--- src/rtl/sram_arbiter.sv ---
// rtl/sram_arbiter.sv - shares one SRAM port between fetch and load/store requesters; optional ARB_RR_EN selects round-robin arbitration
`timescale 1ns/1ps
module sram_arbiter #(
    parameter int unsigned LAT       = 1,
    parameter logic [31:0] ADDR_MASK = 32'h1FFF_FFFF
) (
    input  logic        clk,
    input  logic        reset,

    input  logic        inst_req,
    input  logic [31:0] inst_addr,
    input  logic        inst_cancel,
    output logic        inst_addr_ok,
    output logic        inst_data_ok,
    output logic [31:0] inst_rdata,

    input  logic        data_req,
    input  logic [3:0]  data_wen,
    input  logic [31:0] data_addr,
    input  logic [31:0] data_wdata,
    output logic        data_addr_ok,
    output logic        data_data_ok,
    output logic [31:0] data_rdata,

    output logic        sram_en,
    output logic [3:0]  sram_wen,
    output logic [31:0] sram_addr,
    output logic [31:0] sram_wdata,
    input  logic [31:0] sram_rdata,

    output logic        busy
);

    typedef enum logic [1:0] {
        IDLE  = 2'd0,
        ISSUE = 2'd1,
        WAIT  = 2'd2,
        RESP  = 2'd3
    } state_t;

    localparam logic       OWN_INST = 1'b0;
    localparam logic       OWN_DATA = 1'b1;
    localparam logic [2:0] CNT_LOAD = 3'(LAT - 1);

    state_t      state;
    logic [2:0]  cnt;
    logic        owner;
    logic        discard;
    logic [31:0] lat_addr;
    logic [31:0] lat_wdata;
    logic [3:0]  lat_wen;
    logic        inst_ok_q;
    logic        data_ok_q;

    logic        grant_inst;
    logic        grant_data;
    logic        accept_en;

`ifdef ARB_RR_EN
    logic        last_owner;

    // Round-robin: on a tie the requester that did not win last time gets the port.
    always_comb begin
        grant_inst = 1'b0;
        grant_data = 1'b0;
        if (inst_req && data_req) begin
            grant_data = (last_owner == OWN_INST);
            grant_inst = (last_owner == OWN_DATA);
        end else begin
            grant_inst = inst_req;
            grant_data = data_req;
        end
    end

    // Remember who was granted most recently.
    always_ff @(posedge clk or negedge reset) begin
        if (!reset) begin
            last_owner <= OWN_INST;
        end else if (inst_addr_ok || data_addr_ok) begin
            last_owner <= data_addr_ok ? OWN_DATA : OWN_INST;
        end
    end
`else
    // Fixed priority: loads/stores always beat instruction fetch.
    assign grant_data = data_req;
    assign grant_inst = inst_req & ~data_req;
`endif

    // Acceptance only in IDLE and never while reset is held, so addr_ok is 0 in reset.
    assign accept_en    = reset & (state == IDLE);
    assign inst_addr_ok = accept_en & grant_inst;
    assign data_addr_ok = accept_en & grant_data;

    // A cancel arriving during the response cycle still kills the fetch pulse.
    assign inst_data_ok = inst_ok_q & ~inst_cancel;
    assign data_data_ok = data_ok_q;

    assign sram_addr  = lat_addr;
    assign sram_wdata = lat_wdata;
    assign busy       = (state != IDLE);

    // Transaction sequencer: latch in IDLE, strobe SRAM in ISSUE, count latency in WAIT, respond in RESP.
    always_ff @(posedge clk or negedge reset) begin
        if (!reset) begin
            state      <= IDLE;
            cnt        <= 3'd0;
            owner      <= OWN_INST;
            discard    <= 1'b0;
            lat_addr   <= 32'h0;
            lat_wdata  <= 32'h0;
            lat_wen    <= 4'h0;
            sram_en    <= 1'b0;
            sram_wen   <= 4'h0;
            inst_ok_q  <= 1'b0;
            data_ok_q  <= 1'b0;
            inst_rdata <= 32'h0;
            data_rdata <= 32'h0;
        end else begin
            case (state)
                IDLE: begin
                    if (data_addr_ok) begin
                        owner     <= OWN_DATA;
                        lat_addr  <= data_addr & ADDR_MASK;
                        lat_wen   <= data_wen;
                        lat_wdata <= data_wdata;
                        sram_en   <= 1'b1;
                        sram_wen  <= data_wen;
                        discard   <= 1'b0;
                        state     <= ISSUE;
                    end else if (inst_addr_ok) begin
                        owner     <= OWN_INST;
                        lat_addr  <= inst_addr & ADDR_MASK;
                        lat_wen   <= 4'h0;
                        lat_wdata <= 32'h0;
                        sram_en   <= 1'b1;
                        sram_wen  <= 4'h0;
                        discard   <= 1'b0;
                        state     <= ISSUE;
                    end
                end
                ISSUE: begin
                    sram_en  <= 1'b0;
                    sram_wen <= 4'h0;
                    cnt      <= CNT_LOAD;
                    if (owner == OWN_INST && inst_cancel) begin
                        discard <= 1'b1;
                    end
                    state <= WAIT;
                end
                WAIT: begin
                    if (owner == OWN_INST && inst_cancel) begin
                        discard <= 1'b1;
                    end
                    if (cnt == 3'd0) begin
                        if (owner == OWN_INST) begin
                            inst_rdata <= sram_rdata;
                        end else if (lat_wen == 4'h0) begin
                            data_rdata <= sram_rdata;
                        end
                        inst_ok_q <= (owner == OWN_INST) && !discard && !inst_cancel;
                        data_ok_q <= (owner == OWN_DATA);
                        state     <= RESP;
                    end else begin
                        cnt <= cnt - 3'd1;
                    end
                end
                RESP: begin
                    inst_ok_q <= 1'b0;
                    data_ok_q <= 1'b0;
                    discard   <= 1'b0;
                    state     <= IDLE;
                end
                default: begin
                    state <= IDLE;
                end
            endcase
        end
    end

endmodule

--- config.mk ---
export PLATFORM = sky130hd
export DESIGN_NAME = sram_arbiter
export DESIGN_NICKNAME = d
export VERILOG_FILES = /design/src/rtl/sram_arbiter.sv
export SDC_FILE = /design/constraint.sdc
export NUM_CORES = 1
export LEC_CHECK = 0
export ABC_AREA = 1
export CORE_ASPECT_RATIO = 0.5
export CORE_UTILIZATION = 45
export DETAILED_ROUTE_END_ITERATION = 8
export PLACE_DENSITY = 0.9
export RECOVER_POWER = 100
export SLEW_MARGIN = 10
export SYNTH_ARGS = -nofsm -noshare
export SYNTH_HDL_FRONTEND = slang
export SYNTH_SLANG_ARGS = --single-unit
--- constraint.sdc ---
create_clock -name clk -period 4.2 [get_ports clk]
set_input_delay 0.84 -clock clk [delete_from_list [all_inputs] [get_ports clk]]
set_output_delay 0.84 -clock clk [all_outputs]
set_load 0.03 [all_outputs]
; After elaboration in Yosys (flattened, before gate mapping)
; Index checks and enable logic that the tools add are counted.
[classes]
add_sub_neg = 1
multipliers = 0
div = 0
n_lt_le_gt_ge = 0
eq_ne = 7
shifts = 0
mux = 25
bitwise_logic = 8
reduce_logical = 22
[op_table]
columns = operator, n
row1 = $mux 32, 4
row2 = $reduce_and 2->1, 6
row3 = $reduce_bool 2->1, 5
row4 = $mux 1, 8
row5 = $mux 4, 2
row6 = $pmux 2 s4, 1
row7 = $pmux 4 s2, 1
row8 = $mux 2, 3
row9 = $pmux 1 s2, 3
row10 = $pmux 3 s2, 1
row11 = $and 1x1->1, 5
row12 = $eq 2x2->1 const B, 2
row13 = $logic_not 4->1, 1
row14 = $ne 2x2->1 const B, 2
row15 = $reduce_and 4->1, 1
row16 = $logic_and 1x1->1, 3
row17 = $logic_not 3->1, 1
row18 = $mux 3, 1
row19 = $ne 3x3->1 const B, 1
row20 = $not 1->1, 3
row21 = $pmux 1 s3, 1
row22 = $reduce_and 3->1, 1
row23 = $sub 3x1->3 const B, 1
row24 = $eq 2x1->1 const B, 1
row25 = other kinds (4), 5
[word_totals]
reg_bits = 146
latch_bits = 0
ram_bits = 0
rom_bits = 0
out_inout_bits = 138
elab_cells = 76
mem_count = 0

; Longest topological paths before layout
[depth]
word_depth = 6
mapped_depth = 9

; Least setup slack after synthesis
; Ideal clock, no wire load.
[synth_timing]
path_type = in2out
from = in reset
to = out inst_addr_ok
t_arrival_ns = 1.585
setup_slack_ns = 1.775
path_stages = 2
path_buffers = 0
path_cell_list = nand2_1 -> nor3_1
[synth_via]
elab_chain_len = 2
[synth_rtl]
columns = element, line
row1 = "start, declared", 8  ; input logic reset,
row2 = $and 1x1->1, 90  ; assign accept_en = reset & (state == IDLE);
row3 = $and 1x1->1, 91  ; assign inst_addr_ok = accept_en & grant_inst;
row4 = "end, declared", 13  ; output logic inst_addr_ok,
; Every way passes these cells.

; Worst setup path in the final report
[layout_timing]
from = in data_req
to = reg state[0]
[layout_via]
elab_chain_len = 5
[layout_rtl]
columns = element, line
row1 = "start, declared", 17  ; input logic data_req,
row2 = $not 1->1, 86  ; assign grant_inst = inst_req & ~data_req;
row3 = $and 1x1->1, 86
row4 = $and 1x1->1, 91
row5 = $ne 3x3->1 (no line), -
row6 = $reduce_and 2->1 (no line), -
row7 = "end signal, assigned", 105  ; state <= IDLE;
row8 = "end signal, assigned", 129  ; state <= ISSUE;
row9 = "end signal, assigned", 138  ; state <= ISSUE;
row10 = "end, declared", 45  ; state_t state;
; Several ways; a longest one is shown, not always the timed one.
; A chain may end at the register's enable or synchronous reset.

==> metrics.yaml <==
cts_root_buf: "clkbuf_16"
cellPowerDensity_nw_per_um2: 806
start_kind: "input pin"
num_io_pins: 275
fin_hold_ws_ns: 0.309
final_max_slew_viol_count: 86
clock_skew_ns: 0.00796
cts_tree: "built"
synth_edf_count: 0
initial_core_util_pct: 46.6
fin_crit_sh_pct: 81.8
via_per_inst: 4.91
postSynth.asyncResetShare_pct: 100
gp_congestion: 0.810
antenna_found_initial: 0
layout_commonest_cell: "nand2_1"
synth.top_cells.by_area: "dfrtp_1, nand2_1, o21ai_0"
grt_pass1_wl_um: 27300
n_antenna_cell: 0
setup_tns_ns: 0
cts_repair_resize_count: 0
synth-warning-count: 0
routedWlPerCell_um: 14.8
routed_wl_um: 16900
syn_area_per_cell_um2: 8.47
cts_hold_buf: 0
drive_above_1_share_pct: 4.31
numCtsBuffers: 17
firstDrtPassIters: 5
slowest_stage: "clkbuf_1"
path_common_cell: "nand2_1"
drc_errors: 0
num_vias: 5613
cp-end-kind: "flip-flop"
port_buffers: 265
cts.clk_slew.worst_paths_ns: 0.06
row_count: 29
insertion_delay_ns: 0.41
max_cap_viol_count: 2
rsz0062_at_grt: "false"
crit_chain: "clkdlybuf4s50_1 -> o21ai_4 -> clkbuf_1 -> nand2_1 -> nand2_1 -> nand2_1 -> nand2_1"
place_area_um2: 8740
status: "complete, but fails checks"
final_antenna_net_count: 0
synth_cells: 705
vdd_ir_drop_max_v: 0.000484
synth_seq_area_share_pct: 59.9
dieWidth_um: 165
synth_top_area_share_pct: 59.9
final_cell_mix: "nand2_1, dfrtp_1, dlygate4sd3_1, clkdlybuf4s50_1, o21ai_0"
crit_type: "in -> reg"
post-route-min-period_ns: 3.43
grt_start_max_net_pins: 84
required_ns: 4.54
synth.distinct_cells: 24
critical-path-max-stage-delay_ns: 1.45
syn-cell-area_um2: 5970
p_leak_nw: 4.69
clockBufferDepth: 2
synth_seq_cells: 143
clock-sinks: 143
yosys.area.top_type: "dfrtp_1"
dp_hpwl_um: 11600
grt_pass1_vias: 5676
syn2layout_area_growth_pct: 55.9
cp_max_fo: 50
violations: "max-capacitance violations, max-slew violations"
hold_viol_final: 0
nets: 1105
crit_arrival_ns: 3.77
synth_flop_cell: "dfrtp_1"
die_h_um: 83.5
drt_iter0_drc: 323
grt_overflow: 0
dieArea_um2: 13800
hp-class: "in -> async"
max_freq_mhz: 291
htreeDepth: 4
core_um2: 12800
worst_pin_slew_ns: 2.01
postCtsSetupBuffers: 0
final_area_um2: 9310
relSlewSlack_pct: -34.1
setup_viol: 0
grt_util_all_layers_pct: 25.3
utilization_pct: 72.7
through the flow:
step	worst slack, ns	power, mW	std cells
after floorplan	1.77	4.52	707
after global placement	1.00	6.11	1112
after detailed placement	0.986	6.25	1112
after CTS	0.981	7.81	1144
after global routing	0.461	7.95	1144
final	0.765	7.50	1144
cells in the mapped netlist (all sizes together), types with 3 or more instances:
cell type and number:
ha 7, nand3 12, nor2 7, nand2 336, clkbuf 15, o21ai 103
dfrtp 143, buf 24, o31ai 3, inv 47
registers in the layout (all words and copies together), names as in the netlist:
name	flops
cnt	3
owner	1
sram_en	1
inst_rdata	32
lat_wen	4
inst_ok_q	1
sram_addr	29
discard	1
sram_wen	4
state	2
sram_wdata	32
data_data_ok	1
data_rdata	32
critical path, delay by kind of cell:
family	cells	cell delay, ns
and+or+nand+nor	4	0.79
buffers and inverters	2	1.94
AOI/OAI and AO/OA	1	0.18
logic make-up (layout without fill, tap and decap cells):
group / count (synthesis) / count (layout) / synth area share [%]
buffers and inverters: 87 / 354 / 6.10
XOR/XNOR: 1 / 1 / 0.147
adder cells (fa/ha/maj): 7 / 7 / 1.47
AO/OA/AOI/OAI: 108 / 108 / 9.26
other: 1 / 3 / 0.0628
flip-flops: 143 / 143 / 59.9
AND/OR/NAND/NOR: 358 / 358 / 23.0
path summary, 6_finish.rpt:
kind | start | to | slack [ns] | depth (start not counted)
worst max register to register | state[0]$_DFFE_PN0P_ | state[0]$_DFFE_PN0P_ | 0.86 | 10
min in group clk | sram_wdata[1]$_DFFE_PN0P_ | sram_wdata[1]$_DFFE_PN0P_ | 0.46 | 2
worst min register to register | sram_wdata[1]$_DFFE_PN0P_ | sram_wdata[1]$_DFFE_PN0P_ | 0.46 | 2
max in group asynchronous | reset | inst_rdata[17]$_DFFE_PN0P_ | 1.05 | 3
worst min-delay path | reset | sram_addr[6]$_DFFE_PN0P_ | 0.31 | 1
worst max-delay path | data_req | state[0]$_DFFE_PN0P_ | 0.77 | 7
per-layer routing:
metal / vias up / GRT usage (%) / wire length, um
met5: - / 0 / 0
met4: 0 / 10.5 / 579
met3: 48 / 5.22 / 955
met2: 205 / 44.8 / 8550
met1: 2657 / 29.8 / 6810
li1: 2703 / - / -
power by group:
part           total [mW]  internal (mW)  switching [mW]
combinational        3.63           1.27            2.36
sequential           2.35           2.03           0.321
clock                1.52          0.905           0.615
total                7.50           4.20            3.30
layout make-up:
class	instances	area, um2
inverters	48	180
multi-input cells	477	2040
repair buffers	274	2710
well taps	170	213
flip-flops and latches	143	3580
fillers	947	3500
clock inverters	13	150
clock buffers	19	443
Power figures use the tool's default switching activity.
==> variant 1 (same flow settings) <==
Add a define of `ARB_RR_EN`.
--- a/src/rtl/sram_arbiter.sv
+++ b/src/rtl/sram_arbiter.sv
@@ -1,4 +1,6 @@
 // rtl/sram_arbiter.sv - shares one SRAM port between fetch and load/store requesters; optional ARB_RR_EN selects round-robin arbitration
 `timescale 1ns/1ps
+`define ARB_RR_EN
+
 module sram_arbiter #(
     parameter int unsigned LAT       = 1,
Check against the original RTL: not equivalent (Yosys sat finds a counterexample within 10 cycles, from zero or initial values and one cycle with reset low).
==> variant 1 against the unedited design <==
- sequential cell count increased by 1
- routed wire length is 6.6% higher
- register-to-register slack got worse by 40 ps
- power up 0.73%
- area after synthesis grew 3.3%
- sequential share of layout area down 0.63 points
- cell area is 2.4% higher
- worst setup slack worse by 57 ps
- critical endpoint unchanged
==> variant 1: results <==
export IMPL_pre_cts_slack_ps=892.4
export IMPL_status="complete, no violations"
export IMPL_leakagePower_uw=0.004859
export IMPL_cts_resized=0
export IMPL_synth_area_leaders="dfrtp_1 58%, nand2_1 24%, nand3_1 6.1%, o21ai_0 3.6%, ha_1 1.4%"
export IMPL_cp_data_arrival_time_ps=3820
export IMPL_n_antenna_cell=0
export IMPL_drive_gt1_share_pct=4.130
export IMPL_place_inst=1154
export IMPL_gp_congestion=0.8136
export IMPL_grt_max_degree=70
export IMPL_drt_iter0_drc=297
export IMPL_drt_total_wl_mm=18.01
export IMPL_vdd_drop_max_mv=0.4679
export IMPL_hpwl_mm=12.09
export IMPL_post_cts_buffers=0
export IMPL_nets=1148
export IMPL_fill_cells=944
export IMPL_placed_cell_area_um2=8915
export IMPL_crit_fanout=34
export IMPL_grt_pass1_wl_mm=28.75
export IMPL_grt_total_usage_pct=25.63
export IMPL_worst_slew_pin_slew_ps=1481
export IMPL_via_count=5941
export IMPL_postSynthCellCount=752
export IMPL_synth_common_cells="399 x nand2_1, 144 x dfrtp_1, 75 x nand3_1"
export IMPL_finalClockSkew_ps=13.91
export IMPL_slowest_delay_ps=1140
export IMPL_routedWlPerCell_um=15.17
export IMPL_hold_class="input pin to async pin"
export IMPL_yosysSeqAreaShare_pct=58.44
variant 1: path summary, 6_finish.rpt:
kind,slack [ps],depth (start not counted),end,start
setup / recovery,710,7,state[0],data_req
hold / removal,330,1,sram_addr[15],reset
setup reg to reg,820,8,inst_rdata[18],state[0]
hold reg to reg,460,2,data_rdata[25],data_rdata[25]
max in group asynchronous,1520,3,inst_rdata[24],reset
min in group clk,460,2,data_rdata[25],data_rdata[25]
variant 1: worst max-delay path: cells and delay by family:
family | cells | cell delay, ps
buffers and inverters | 2 | 1730
AND/OR/NAND/NOR | 5 | 1240
variant 1: per-layer routing:
layer | share of wire [%] | vias to the layer above | global-route usage [%]
met3 | 6.8 | 39 | 7.968
met5 | 0 | - | 0
li1 | - | 2856 | -
met2 | 50 | 198 | 45.15
met4 | 2.5 | 0 | 11.01
met1 | 40 | 2848 | 29.05
variant 1: cell type report:
class	count	area (um^2)	area share [%]
Sequential cell	144	3603	37.81
Timing Repair Buffer	275	2703	28.36
Multi-Input combinational cell	547	2298	24.12
Inverter	19	71.32	0.7483
Clock inverter	13	209.0	2.192
Clock buffer	19	432.9	4.542
Tap cell	170	212.7	2.232
variant 1: where the power goes:
group | total, uW | switching, uW | internal, uW
clock | 1640 | 587 | 1060
sequential | 2300 | 300 | 2000
combinational | 3610 | 2350 | 1260
variant 1: logic make-up (layout without fill, tap and decap cells):
| kind of cell | count (synthesis) | in the layout | synth area share (%) |
|---|---|---|---|
| DFF | 144 | 144 | 58.44 |
| xor gates and xnor gates | 1 | 1 | 0.1421 |
| and+or+nand+nor | 488 | 488 | 31.53 |
| adders and majority gates | 7 | 7 | 1.420 |
| buffers and inverters | 63 | 326 | 4.484 |
| AOI/OAI and AO/OA | 48 | 48 | 3.916 |
| other | 1 | 3 | 0.06082 |
variant 1: stage by stage:
stage / hold WS (ps) / utilization (%)
3_5_place_dp: 457.4 / 68.44
3_3_place_gp: 452.7 / 68.44
6_report: 325.4 / 73.16
2_1_floorplan: 442.6 / -
5_1_grt: 337.2 / 73.16
4_1_cts: 332.1 / 73.36
==> variant 2 (same flow settings) <==
Made on the original files. Re-encode `state_t` (4 states) as Gray code, 2 bits wide.
--- a/src/rtl/sram_arbiter.sv
+++ b/src/rtl/sram_arbiter.sv
@@ -33,8 +33,8 @@
 
     typedef enum logic [1:0] {
-        IDLE  = 2'd0,
-        ISSUE = 2'd1,
-        WAIT  = 2'd2,
-        RESP  = 2'd3
+        IDLE  = 2'b00,
+        ISSUE = 2'b01,
+        WAIT  = 2'b11,
+        RESP  = 2'b10
     } state_t;
 
Formal check against the unedited RTL: same outputs for any inputs over 4 cycles, from zero or initial values and one cycle with reset low; so few cycles prove little.
==> variant 2 against the unedited design <==
- worst setup slack improved by 200 ps
- routed wire length rose by 6.9%
- power rose by 0.67%
- sequential cell count did not move
- cell area rose by 0.32%
- first-iteration DRC count rose by 39%
- area after synthesis rose by 0.96%
- die area rose by 0.95%
- the run ends with DRC, capacitance limit, slew limit left
- global-route usage rose by 1.5 points
- critical path type is now input pin to primary output
- highest routed layer unchanged
- final cell count rose by 1.2%
- via count rose by 4.2%
- hold slack improved by 3.8 ps
==> variant 2: results <==
export IMPL_synth_common_cells="426 x nand2_1, 143 x dfrtp_1, 42 x nand3_1"
export IMPL_crit_slowest_cell="dlygate4sd3_1"
export IMPL_synth_compound_gate_area_share_pct=0.8925
export IMPL_violations="DRC, capacitance limit, slew limit"
export IMPL_period_minus_slack_ps=3233
export IMPL_gp_congestion=0.7987
export IMPL_r2r_end="data_rdata[6]"
export IMPL_post_route_drc_count=20
export IMPL_met1_usage_pct=31.25
export IMPL_slew_limit_headroom_pct=-34.03
export IMPL_dr_pass1_iters=6
export IMPL_slowest_delay_ps=750
export IMPL_portBuffers=265
export IMPL_grt_pass1_vias=5848
export IMPL_r2r_start="owner"
export IMPL_met2_length_mm=9.179
export IMPL_ys_types=20
export IMPL_slew_violations=83
export IMPL_intPower_uw=4225
export IMPL_vdd_drop_max_mv=0.4433
export IMPL_yosysSeqAreaShare_pct=59.36
export IMPL_grt_total_usage_pct=26.74
export IMPL_hpwl_mm=12.00
export IMPL_n_antenna_cell=0
export IMPL_maxCapViolCount=1
export IMPL_nets=1114
export IMPL_reg2reg_depth=5
export IMPL_grt_pass1_wl_mm=29.35
export IMPL_placed_cell_area_um2=8740
export IMPL_synthMuxAreaShare_pct=0
export IMPL_grt_use_met3_pct=4.505
export IMPL_worstSetupEndpoint="inst_addr_ok"
export IMPL_pre_cts_slack_ps=1111
export IMPL_via_per_inst=5.049
export IMPL_async_flop_share_pct=100.0
export IMPL_synth_area_leaders="dfrtp_1 59%, nand2_1 27%, nand3_1 3.5%, nand4_1 3.1%, buf_2 1.7%"
export IMPL_clock_latency_ps=410
export IMPL_route_met3_wl_um=767
export IMPL_leakagePower_uw=0.004826
export IMPL_met2_usage_pct=47.92
export IMPL_numCtsBuffers=17
export IMPL_finalClockSkew_ps=11.23
export IMPL_synth_fa_ha_area_share_pct=0.4151
export IMPL_r2r_setup_slack_ps=1300
export IMPL_crit_fanout=2
export IMPL_wl_met1_mm=7.327
export IMPL_ant_nets=0
export IMPL_cts_resized=0
export IMPL_cp_data_arrival_time_ps=2390
export IMPL_drt_total_wl_mm=18.05
export IMPL_drt_iter0_drc=450
export IMPL_fill_cells=883
export IMPL_status="finished, violations left"
export IMPL_drive_gt1_share_pct=4.757
variant 2: power groups by stage:
stage | Clock, uW | Sequential [uW] | Combinational [uW]
global route | 1610 | 2460 | 3860
global placement | 0 | 2380 | 3760
finish | 1540 | 2380 | 3640
detailed placement | 0 | 2410 | 3840
CTS | 1560 | 2410 | 3880
floorplan | 0 | 3590 | 940
variant 2: cell type report:
cell class / instances / area, um^2 / share of cell area [%]
well taps: 170 / 212.7 / 2.277
multi-input cells: 524 / 2177 / 23.31
clock inverters: 13 / 162.7 / 1.741
clock buffers: 19 / 442.9 / 4.742
repair buffers: 273 / 2706 / 28.98
flip-flops and latches: 143 / 3578 / 38.31
inverters: 16 / 60.06 / 0.6430
variant 2: stage by stage:
stage          power (uW)  std cells  hold WS (ps)
2_1_floorplan        4531        729         442.6
3_3_place_gp         6141       1126         453.2
3_5_place_dp         6250       1126         457.2
4_1_cts              7844       1158         318.2
5_1_grt              7935       1158         327.6
6_report             7552       1158         312.8
